<file path="src/rtl/mc_main_controller.sv">
// Multicycle RV32 main controller: Moore FSM sequencing fetch/decode/execute/writeback.
// State-decoded outputs are registered from the state being entered; a few enables also gate on inputs.
module mc_main_controller (
    input  logic       clk,
    input  logic       rst,
    input  logic [6:0] opcode,
    input  logic       mem_ready,
    input  logic       branch_res,
    output logic [1:0] alu_op,
    output logic       branch,
    output logic       pc_write,
    output logic       adr_src,
    output logic       mem_write,
    output logic       ir_write,
    output logic       reg_write,
    output logic [1:0] result_src,
    output logic [1:0] alu_src_a,
    output logic [1:0] alu_src_b,
    output logic [2:0] imm_src,
    output logic [3:0] state,
    output logic       instr_done,
    output logic       illegal
);

    // state     | meaning
    // FETCH     | read instruction at PC, PC+4 into PC when memory answers
    // DECODE    | register read, branch/JAL target into ALUOut
    // MEM_ADR   | load/store address = rs1 + imm
    // MEM_READ  | load data access, waits for mem_ready
    // MEM_WB    | load data into rd
    // MEM_WRITE | store access, waits for mem_ready
    // EXEC_R    | register-register ALU op
    // EXEC_I    | register-immediate ALU op
    // ALU_WB    | ALUOut into rd
    // BRANCH    | compare rs1/rs2, load PC from ALUOut if taken
    // JAL       | PC <= target, ALUOut <= oldPC+4
    // JALR      | target = rs1 + imm into ALUOut
    // LUI       | 0 + U-immediate
    // ILLEGAL   | unknown opcode, parked until reset
    typedef enum logic [3:0] {
        S_FETCH     = 4'd0,
        S_DECODE    = 4'd1,
        S_MEM_ADR   = 4'd2,
        S_MEM_READ  = 4'd3,
        S_MEM_WB    = 4'd4,
        S_MEM_WRITE = 4'd5,
        S_EXEC_R    = 4'd6,
        S_EXEC_I    = 4'd7,
        S_ALU_WB    = 4'd8,
        S_BRANCH    = 4'd9,
        S_JAL       = 4'd10,
        S_JALR      = 4'd11,
        S_LUI       = 4'd12,
        S_ILLEGAL   = 4'd15
    } state_t;

    localparam logic [6:0] OP_LOAD  = 7'b0000011;
    localparam logic [6:0] OP_STORE = 7'b0100011;
    localparam logic [6:0] OP_R     = 7'b0110011;
    localparam logic [6:0] OP_I     = 7'b0010011;
    localparam logic [6:0] OP_BR    = 7'b1100011;
    localparam logic [6:0] OP_JAL   = 7'b1101111;
    localparam logic [6:0] OP_JALR  = 7'b1100111;
    localparam logic [6:0] OP_LUI   = 7'b0110111;
    localparam logic [6:0] OP_AUIPC = 7'b0010111;

    state_t cur_state;
    state_t next_state;
    state_t enter_state;
    logic   done_r;

    always_comb begin
        next_state = cur_state;
        case (cur_state)
            S_FETCH:     if (mem_ready) next_state = S_DECODE;
            S_DECODE: begin
                case (opcode)
                    OP_LOAD, OP_STORE: next_state = S_MEM_ADR;
                    OP_R:              next_state = S_EXEC_R;
                    OP_I:              next_state = S_EXEC_I;
                    OP_BR:             next_state = S_BRANCH;
                    OP_JAL:            next_state = S_JAL;
                    OP_JALR:           next_state = S_JALR;
                    OP_LUI:            next_state = S_LUI;
                    default:           next_state = S_ILLEGAL;
                endcase
            end
            S_MEM_ADR:   next_state = (opcode == OP_LOAD) ? S_MEM_READ : S_MEM_WRITE;
            S_MEM_READ:  if (mem_ready) next_state = S_MEM_WB;
            S_MEM_WB:    next_state = S_FETCH;
            S_MEM_WRITE: if (mem_ready) next_state = S_FETCH;
            S_EXEC_R:    next_state = S_ALU_WB;
            S_EXEC_I:    next_state = S_ALU_WB;
            S_LUI:       next_state = S_ALU_WB;
            S_ALU_WB:    next_state = S_FETCH;
            S_BRANCH:    next_state = S_FETCH;
            S_JALR:      next_state = S_JAL;
            S_JAL:       next_state = S_ALU_WB;
            S_ILLEGAL:   next_state = S_ILLEGAL;
            default:     next_state = S_ILLEGAL;
        endcase
    end

    assign enter_state = rst ? S_FETCH : next_state;

    // Outputs are decoded from the state about to be entered so they line up with cur_state.
    always_ff @(posedge clk) begin
        cur_state  <= enter_state;
        alu_op     <= 2'b00;
        branch     <= 1'b0;
        adr_src    <= 1'b0;
        mem_write  <= 1'b0;
        reg_write  <= 1'b0;
        result_src <= 2'b00;
        alu_src_a  <= 2'b00;
        alu_src_b  <= 2'b00;
        illegal    <= 1'b0;
        done_r     <= 1'b0;
        case (enter_state)
            S_FETCH: begin
                alu_src_b  <= 2'b10;
                result_src <= 2'b10;
            end
            S_DECODE: begin
                alu_src_a <= 2'b01;
                alu_src_b <= 2'b01;
            end
            S_MEM_ADR: begin
                alu_src_a <= 2'b10;
                alu_src_b <= 2'b01;
            end
            S_MEM_READ:  adr_src <= 1'b1;
            S_MEM_WB: begin
                result_src <= 2'b01;
                reg_write  <= 1'b1;
                done_r     <= 1'b1;
            end
            S_MEM_WRITE: begin
                adr_src   <= 1'b1;
                mem_write <= 1'b1;
            end
            S_EXEC_R: begin
                alu_src_a <= 2'b10;
                alu_op    <= 2'b10;
            end
            S_EXEC_I: begin
                alu_src_a <= 2'b10;
                alu_src_b <= 2'b01;
                alu_op    <= 2'b11;
            end
            S_LUI: begin
                alu_src_a <= 2'b11;
                alu_src_b <= 2'b01;
            end
            S_ALU_WB: begin
                reg_write <= 1'b1;
                done_r    <= 1'b1;
            end
            S_BRANCH: begin
                alu_src_a <= 2'b10;
                alu_op    <= 2'b01;
                branch    <= 1'b1;
                done_r    <= 1'b1;
            end
            S_JALR: begin
                alu_src_a <= 2'b10;
                alu_src_b <= 2'b01;
            end
            S_JAL: begin
                alu_src_a <= 2'b01;
                alu_src_b <= 2'b10;
            end
            S_ILLEGAL:   illegal <= 1'b1;
            default:     illegal <= 1'b1;
        endcase
    end

    // Handshake-dependent enables; branch_res only matters while evaluating a branch.
    assign ir_write   = (cur_state == S_FETCH) && mem_ready;
    assign pc_write   = ((cur_state == S_FETCH) && mem_ready) || (cur_state == S_JAL)
                        || ((cur_state == S_BRANCH) && branch_res);
    assign instr_done = done_r || ((cur_state == S_MEM_WRITE) && mem_ready);
    assign state      = cur_state;

    always_comb begin
        imm_src = 3'b000;
        case (opcode)
            OP_STORE:          imm_src = 3'b001;
            OP_BR:             imm_src = 3'b010;
            OP_JAL:            imm_src = 3'b011;
            OP_LUI, OP_AUIPC:  imm_src = 3'b100;
            default:           imm_src = 3'b000;
        endcase
    end

endmodule

</file>
<file path="config.mk">
export PLATFORM = sky130hd
export DESIGN_NAME = mc_main_controller
export DESIGN_NICKNAME = d
export VERILOG_FILES = /design/src/rtl/mc_main_controller.sv
export SDC_FILE = /design/constraint.sdc
export NUM_CORES = 1
export LEC_CHECK = 0
export ABC_AREA = 1
export CAP_MARGIN = 20
export CORE_MARGIN = 10
export CORE_UTILIZATION = 44
export DETAILED_ROUTE_END_ITERATION = 8
export GPL_TIMING_DRIVEN = 0
export PLACE_DENSITY = 0.84
export SLEW_MARGIN = 30
export SYNTH_ARGS = -nofsm -noshare
export SYNTH_HDL_FRONTEND = slang
export SYNTH_SLANG_ARGS = --single-unit
export TNS_END_PERCENT = 20
</file>
<file path="constraint.sdc">
create_clock -name clk -period 2 [get_ports clk]
set_clock_uncertainty 0.05 [all_clocks]
set_input_delay 0.2 -clock clk [delete_from_list [all_inputs] [get_ports clk]]
set_output_delay 0.2 -clock clk [all_outputs]
set_load 0.01 [all_outputs]
</file>
Word-level counts from Yosys, hierarchy flattened. Cells that the tools add are included.

Register bits after elaboration: 18. Latch bits: 0. RAM bits: 0. ROM bits: 0. Output and inout bits: 23. Memories kept: 0.

$add $sub $neg: 0. $mul: 0. Divide/modulo/power cells: 0. $lt $le $gt $ge: 0. Eq/ne operators: 33. Shift operators: 0. Multiplexer cells: 18. Bitwise gates (word level): 0. Reductions and logical operators: 20.

Operators with widths (count): $eq A4 B4 Y1 const B (10); $eq A4 B3 Y1 const B (8); $pmux W4 S8 (1); $pmux W4 S7 (1); $eq A7 B6 Y1 const B (3); $eq A7 B7 Y1 const B (3); $eq A4 B2 Y1 const B (4); $mux W4 (4); $eq A7 B5 Y1 const B (2); $reduce_or A13 Y1 (1); $pmux W2 S3 (2); $pmux W3 S4 (1); $reduce_or A2 Y1 (6); $reduce_or A5 Y1 (2); $eq A4 B1 Y1 const B (2); $logic_not A4 Y1 (2); $pmux W2 S2 (2); $eq A7 B2 Y1 const B (1); $mux W1 (6); $reduce_or A3 Y1 (2); $reduce_or A4 Y1 (1); $logic_and A1 B1 Y1 (3); $logic_or A1 B1 Y1 (3); $mux W3 (1).

Depth between registers and ports, before layout.
Depth after elaboration: 8. Depth in mapped cells: 15.

Worst setup path before layout. Ideal clock, no wire load.

Path type: register to register. Start: register cur_state[2] (netlist: state[2]). End: register alu_src_b[0]. Setup time: 0.114 ns. Arrival: 1.372 ns. Required time: 1.836 ns. Setup slack: 0.464 ns. Cell stages (with the launch flop): 16. Period minus slack after synthesis: 1.536 ns. Path through: dfxtp_1 > inv_1 > nand2_1 > nor2_1 > nor2_1 > nand2_1 > nor2_1 > o21ai_2 > nand2_2 > inv_2 > nand2_2 > inv_1 > nand2_1 > nand2_1 > nor2_1 > nand2_1.

Word-level cells in the longest chain between the ends: 7. Elaborated cells on any way between the ends: 30. Classes of those cells: eq/ne (18); mux (6); reduce/logical (6).

RTL lines: from (decl) (line 67) `state_t cur_state;`; from (signal assigned) (line 108) `cur_state <= enter_state;`; $eq A4 B4 Y1 or $eq A4 B3 Y1 (tied branches) (line 74) `case (cur_state)`; $reduce_or A4 Y1 (no source line) or $reduce_or A3 Y1 (tied branches); $pmux W4 S8 (*) (line 74); $mux W4 (*) (line 104) `assign enter_state = rst ? S_FETCH : next_state;`; via enter_state[1] (line 69) `state_t enter_state;`; $eq A4 B4 Y1 (tied with other cells) (line 119) `case (enter_state)`; $reduce_or A5 Y1 (no source line) or $reduce_or A2 Y1 (tied branches); $pmux W2 S2 (*) (line 119); to (signal assigned) (line 116) `alu_src_b <= 2'b00;`; to (signal assigned) (line 121) `alu_src_b <= 2'b10;`; to (signal assigned) (line 126) `alu_src_b <= 2'b01;`; to (decl) (line 18) `output logic [1:0] alu_src_b,`.

Mark *: on every way through the listed nets, which the timed path passes. The rest lies on a longest branch.

Worst setup path after layout.
Start: input opcode[4]. End: output imm_src[1].

Word-level cells in the longest chain between the ends: 3. Elaborated cells on any way between the ends: 7. Classes of those cells: eq/ne (5); mux (1); reduce/logical (1).

RTL lines: from (decl) (line 6) `input logic [6:0] opcode,`; $eq A7 B6 Y1 or $eq A7 B5 Y1 (tied branches) (line 187) `case (opcode)`; $reduce_or A2 Y1 (line 187); $pmux W3 S4 (*) (line 187); to (decl) (line 19) `output logic [2:0] imm_src,`.

Mark *: on every way between the ends. The rest lies on a longest branch, timed or not.

==> results.txt <==
The run finished with clean final reports. The maximum fanout count along the critical path is 4. The highest clock rate is slightly above 500 MHz. The initial antenna violation count came out at 0. In this run the critical register-to-register path is captured at alu_op[0]. The dominant cell type by area after synthesis is sky130_fd_sc_hd__dfxtp_1.

The number of DRC violations after detailed routing is 0. The average instance in the mapped netlist occupies roughly 6.3 sq um. The count of placed standard cells including taps came out at around 220. Global routing finished with a remaining overflow of 0. The type of the tightest min-delay check is input port to flip-flop. The fill cell total of the finished layout came out at approximately 180. STA puts the critical path data arrival time at ~1700 ps.

The final net count came out at 204. For this run, the detailed router's first-pass iteration total came to 4. The number of violations reported at the end of detailed-routing iteration 0 is 36. The overall power after layout came out at roughly 1.7 mW.

The smallest hold slack is between 600 and 700 ps. The cell internal power dissipation came out at 0.981 mW. In this run the static leakage power is between 0.7 and 0.8 nW. The count of vias placed by the detailed router came out at between 1000 and 1500. The number of enable flip-flop cells after synthesis is 0. The initial utilization of the core area, before any placement, comes to 0.481. The number of warning messages in the yosys log is 0. The clock slew at the register clock pins of the worst setup and hold paths came out at approximately 100 ps. The fraction of synthesized cell area taken by the top area cell type is 0.371. The fraction of registers with async set/reset is 0.

The max capacitance violation total is 0. The primary flip-flop cell chosen by synthesis mapping is sky130_fd_sc_hd__dfxtp_1. The worst reg-to-reg path cell count came out at 9. Ranked by total cell area, the synthesized netlist is headed by sky130_fd_sc_hd__dfxtp_1 (37%), sky130_fd_sc_hd__nand2_1 (15%), sky130_fd_sc_hd__nor2_1 (11%), sky130_fd_sc_hd__inv_1 (9.3%), sky130_fd_sc_hd__nand3_1 (6.7%). The number of clock sinks is 18. The CTS tree is built. The final weighted congestion in routability-driven placement came out at ~0.84. The worst slack at placement came out at -92.7 ps. The share of total power dissipated in combinational logic is 0.548. Once detail routing completed, the nets flagged for antenna violations numbered 0. The wire length per cell after detailed routing came out at about 11 um.

Setup repair after global routing could not meet its margin everywhere. The worst setup path is of the input port to output pin kind. In this run, synthesis produced a sequential element count of 18.

The worst hold path terminates at state[0]. The final cell count without fillers came out at ~220. The share of layout cells above drive strength 1 came out at 0.146. The power share of the sequential group came out at 0.322.

After synthesis, the most frequently instantiated cells are sky130_fd_sc_hd__nand2_1 (38), sky130_fd_sc_hd__nor2_1 (28), sky130_fd_sc_hd__inv_1 (24), sky130_fd_sc_hd__dfxtp_1 (18), sky130_fd_sc_hd__nand3_1 (13). The floorplan step defined a die boundary enclosing ~4500 sq um. The data required time of the worst path came out at 1750 ps.

The routed wire length is approximately 2400 um. The worst hold path passes through 4 cells. The count of final hold-check violations came out at 0.

The number of global-route vias before repair was roughly 960. The number of unique standard cell types used by synthesis is 20. The estimated wirelength of the detail-placed design came out at 2070 um. The TritonCTS buffer count came out at 3. The number of placed I/O pins is 34. The part of the Yosys area used for sequential elements is 0.371. The clock latency of the later-clocked register in the worst-skew pair is 290 ps. Buffers inserted to repair hold after CTS numbered 0. The most common cell in the synthesized netlist is sky130_fd_sc_hd__nand2_1. The final critical-path setup slack is roughly 56 ps. Setup slack on the worst reg-to-reg path comes out at 220 ps. The first global-routing pass estimated about 4000 um of wire. The gate count of the mapped netlist is between 150 and 200. The horizontal extent of the die came out at 67.0 um. The number of setup buffers added after CTS came out at 0. The shortest clock period the worst path allows after layout is just under 2000 ps. The net switching component of the power is around 0.70 mW. The worst min-delay path startpoint is rst.

The overall global routing resource usage is 0.108. The post-synthesis cell area is between 900 and 1000 sq um. In this run the core area contains 16 standard-cell rows.

The number of max-slew violations in the final report is 0. STA classifies the critical path endpoint as an output pin. The power density normalized to cell area is 1220 nW/um^2.

The antenna cell count is 0. The final-report setup violation count is 0. The net count of the mapped netlist came out at about 170. The portion of total power attributed to the clock network came out at 0.129. The maximum clock insertion buffer count is 2.

For the pin with the worst max-slew slack, the measured transition is ~300 ps. The worst slew margin relative to its limit came out at 0.800. Of the available clock period, the critical path in the final layout requires 0.972. The worst setup path is launched from an input port. The region available for standard cell placement spans slightly above 2000 sq um. The per-cell via count in the routed design came out at slightly below 5. The maximum VDD drop is approximately 0.7 mV. The post-synthesis to final-layout area growth came out at 42.0%. Of the total power, the share spent switching nets is 0.417. CTS built an H-tree with a depth of 1. Entering global routing, the biggest net connects 11 pins.

The die span in y came out at about 67 um. During placement, the flow inserted port buffers numbering 33. The cell sitting at the root of the clock tree is a sky130_fd_sc_hd__clkbuf_4. The startpoint of the lowest-slack register-to-register path is state[3].
==> worst max-delay path: stages <==
cell,delay (ps)
sky130_fd_sc_hd__clkdlybuf4s50_1,460
sky130_fd_sc_hd__inv_2,90
sky130_fd_sc_hd__nand2_2,60
sky130_fd_sc_hd__nor2_2,150
sky130_fd_sc_hd__nand2_1,120
sky130_fd_sc_hd__nand2_1,80
sky130_fd_sc_hd__clkdlybuf4s50_1,540
==> placed cells by master (no fill, tap or decap) <==
cell type / synthesis / routed
sky130_fd_sc_hd__nand3b_1: 1 / 1
sky130_fd_sc_hd__o21ai_0: 4 / 4
sky130_fd_sc_hd__inv_1: 24 / 23
sky130_fd_sc_hd__clkdlybuf4s50_1: 0 / 30
sky130_fd_sc_hd__clkbuf_8: 0 / 1
sky130_fd_sc_hd__nor3_1: 2 / 2
sky130_fd_sc_hd__nand2_1: 38 / 36
sky130_fd_sc_hd__o21ai_2: 2 / 2
sky130_fd_sc_hd__clkinv_1: 1 / 1
sky130_fd_sc_hd__nand4_1: 1 / 1
sky130_fd_sc_hd__nor2_1: 28 / 27
sky130_fd_sc_hd__dlymetal6s2s_1: 0 / 1
sky130_fd_sc_hd__a31o_2: 1 / 1
sky130_fd_sc_hd__o21bai_1: 1 / 1
sky130_fd_sc_hd__nor2_2: 6 / 7
sky130_fd_sc_hd__o211ai_1: 1 / 1
sky130_fd_sc_hd__o311ai_0: 1 / 1
sky130_fd_sc_hd__clkbuf_4: 0 / 3
sky130_fd_sc_hd__inv_2: 3 / 4
sky130_fd_sc_hd__dlygate4sd2_1: 0 / 2
sky130_fd_sc_hd__nand2_2: 8 / 10
sky130_fd_sc_hd__o31ai_1: 1 / 1
sky130_fd_sc_hd__dfxtp_1: 18 / 18
sky130_fd_sc_hd__nand3_1: 13 / 13
sky130_fd_sc_hd__o21ai_1: 1 / 1
==> layer usage <==
layer	vias to the layer above	GRT usage	share of wire
met5	-	0	0
met4	0	0.0231	0.0069
met3	2	0.0435	0.082
met2	32	0.193	0.50
met1	476	0.117	0.41
li1	556	-	-
==> layout make-up <==
cell class | instances | area [sq um] | share of cell area
clock buffers | 4 | 36.3 | 0.0263
inverters | 28 | 105 | 0.0762
multi-input cells | 109 | 514 | 0.373
flip-flops and latches | 18 | 360 | 0.261
well taps | 27 | 33.8 | 0.0245
repair buffers | 33 | 330 | 0.239
==> cell families (layout without fill, tap and decap cells) <==
group                  after synthesis  in the layout  share of synthesized area
DFF                                 18             18                      0.371
buffers and inverters               28             65                      0.108
and+or+nand+nor                     97             97                      0.436
AOI/OAI and AO/OA                   12             12                     0.0850
==> flip-flops by register name (all words and copies together), names as in the netlist <==
name and count:
alu_src_a 2, branch 1, done_r 1, illegal 1, result_src 2, alu_src_b 2, alu_op 2, adr_src 1
reg_write 1, state 4, mem_write 1
==> worst max path at each step <==
stage | cells past startpoint | from | slack (ps) | end
floorplan | 15 | state[2] | 460 | alu_src_b[0]
global placement | 13 | opcode[6] | -40 | alu_src_a[1]
detailed placement | 13 | opcode[0] | -90 | alu_src_b[0]
CTS | 4 | state[0] | 7 | instr_done
global route | 6 | opcode[6] | -40 | imm_src[1]
finish | 7 | opcode[4] | 60 | imm_src[1]
==> metrics by stage <==
stage / utilization / instance area [sq um] / TNS [ps]
2_1_floorplan: - / 972 / 0
3_3_place_gp: 0.661 / 1340 / -150
3_5_place_dp: 0.661 / 1340 / -309
4_1_cts: 0.678 / 1370 / 0
5_1_grt: 0.683 / 1380 / -37.2
6_report: 0.683 / 1380 / 0
==> power by group through the flow <==
stage | clock [mW] | combinational, mW | sequential, mW
floorplan | 0 | 0.490 | 0.587
global placement | 0 | 0.906 | 0.538
detailed placement | 0 | 0.927 | 0.548
CTS | 0.226 | 0.922 | 0.539
global route | 0.238 | 1.03 | 0.550
finish | 0.218 | 0.922 | 0.542
==> repair_timing <==
action                     in CTS  in global routing
setup endpoints to repair       2                  5
pin swaps                       0                  1
gates resized for setup         2                  5
No activity file was read; power rests on OpenSTA's default activity.
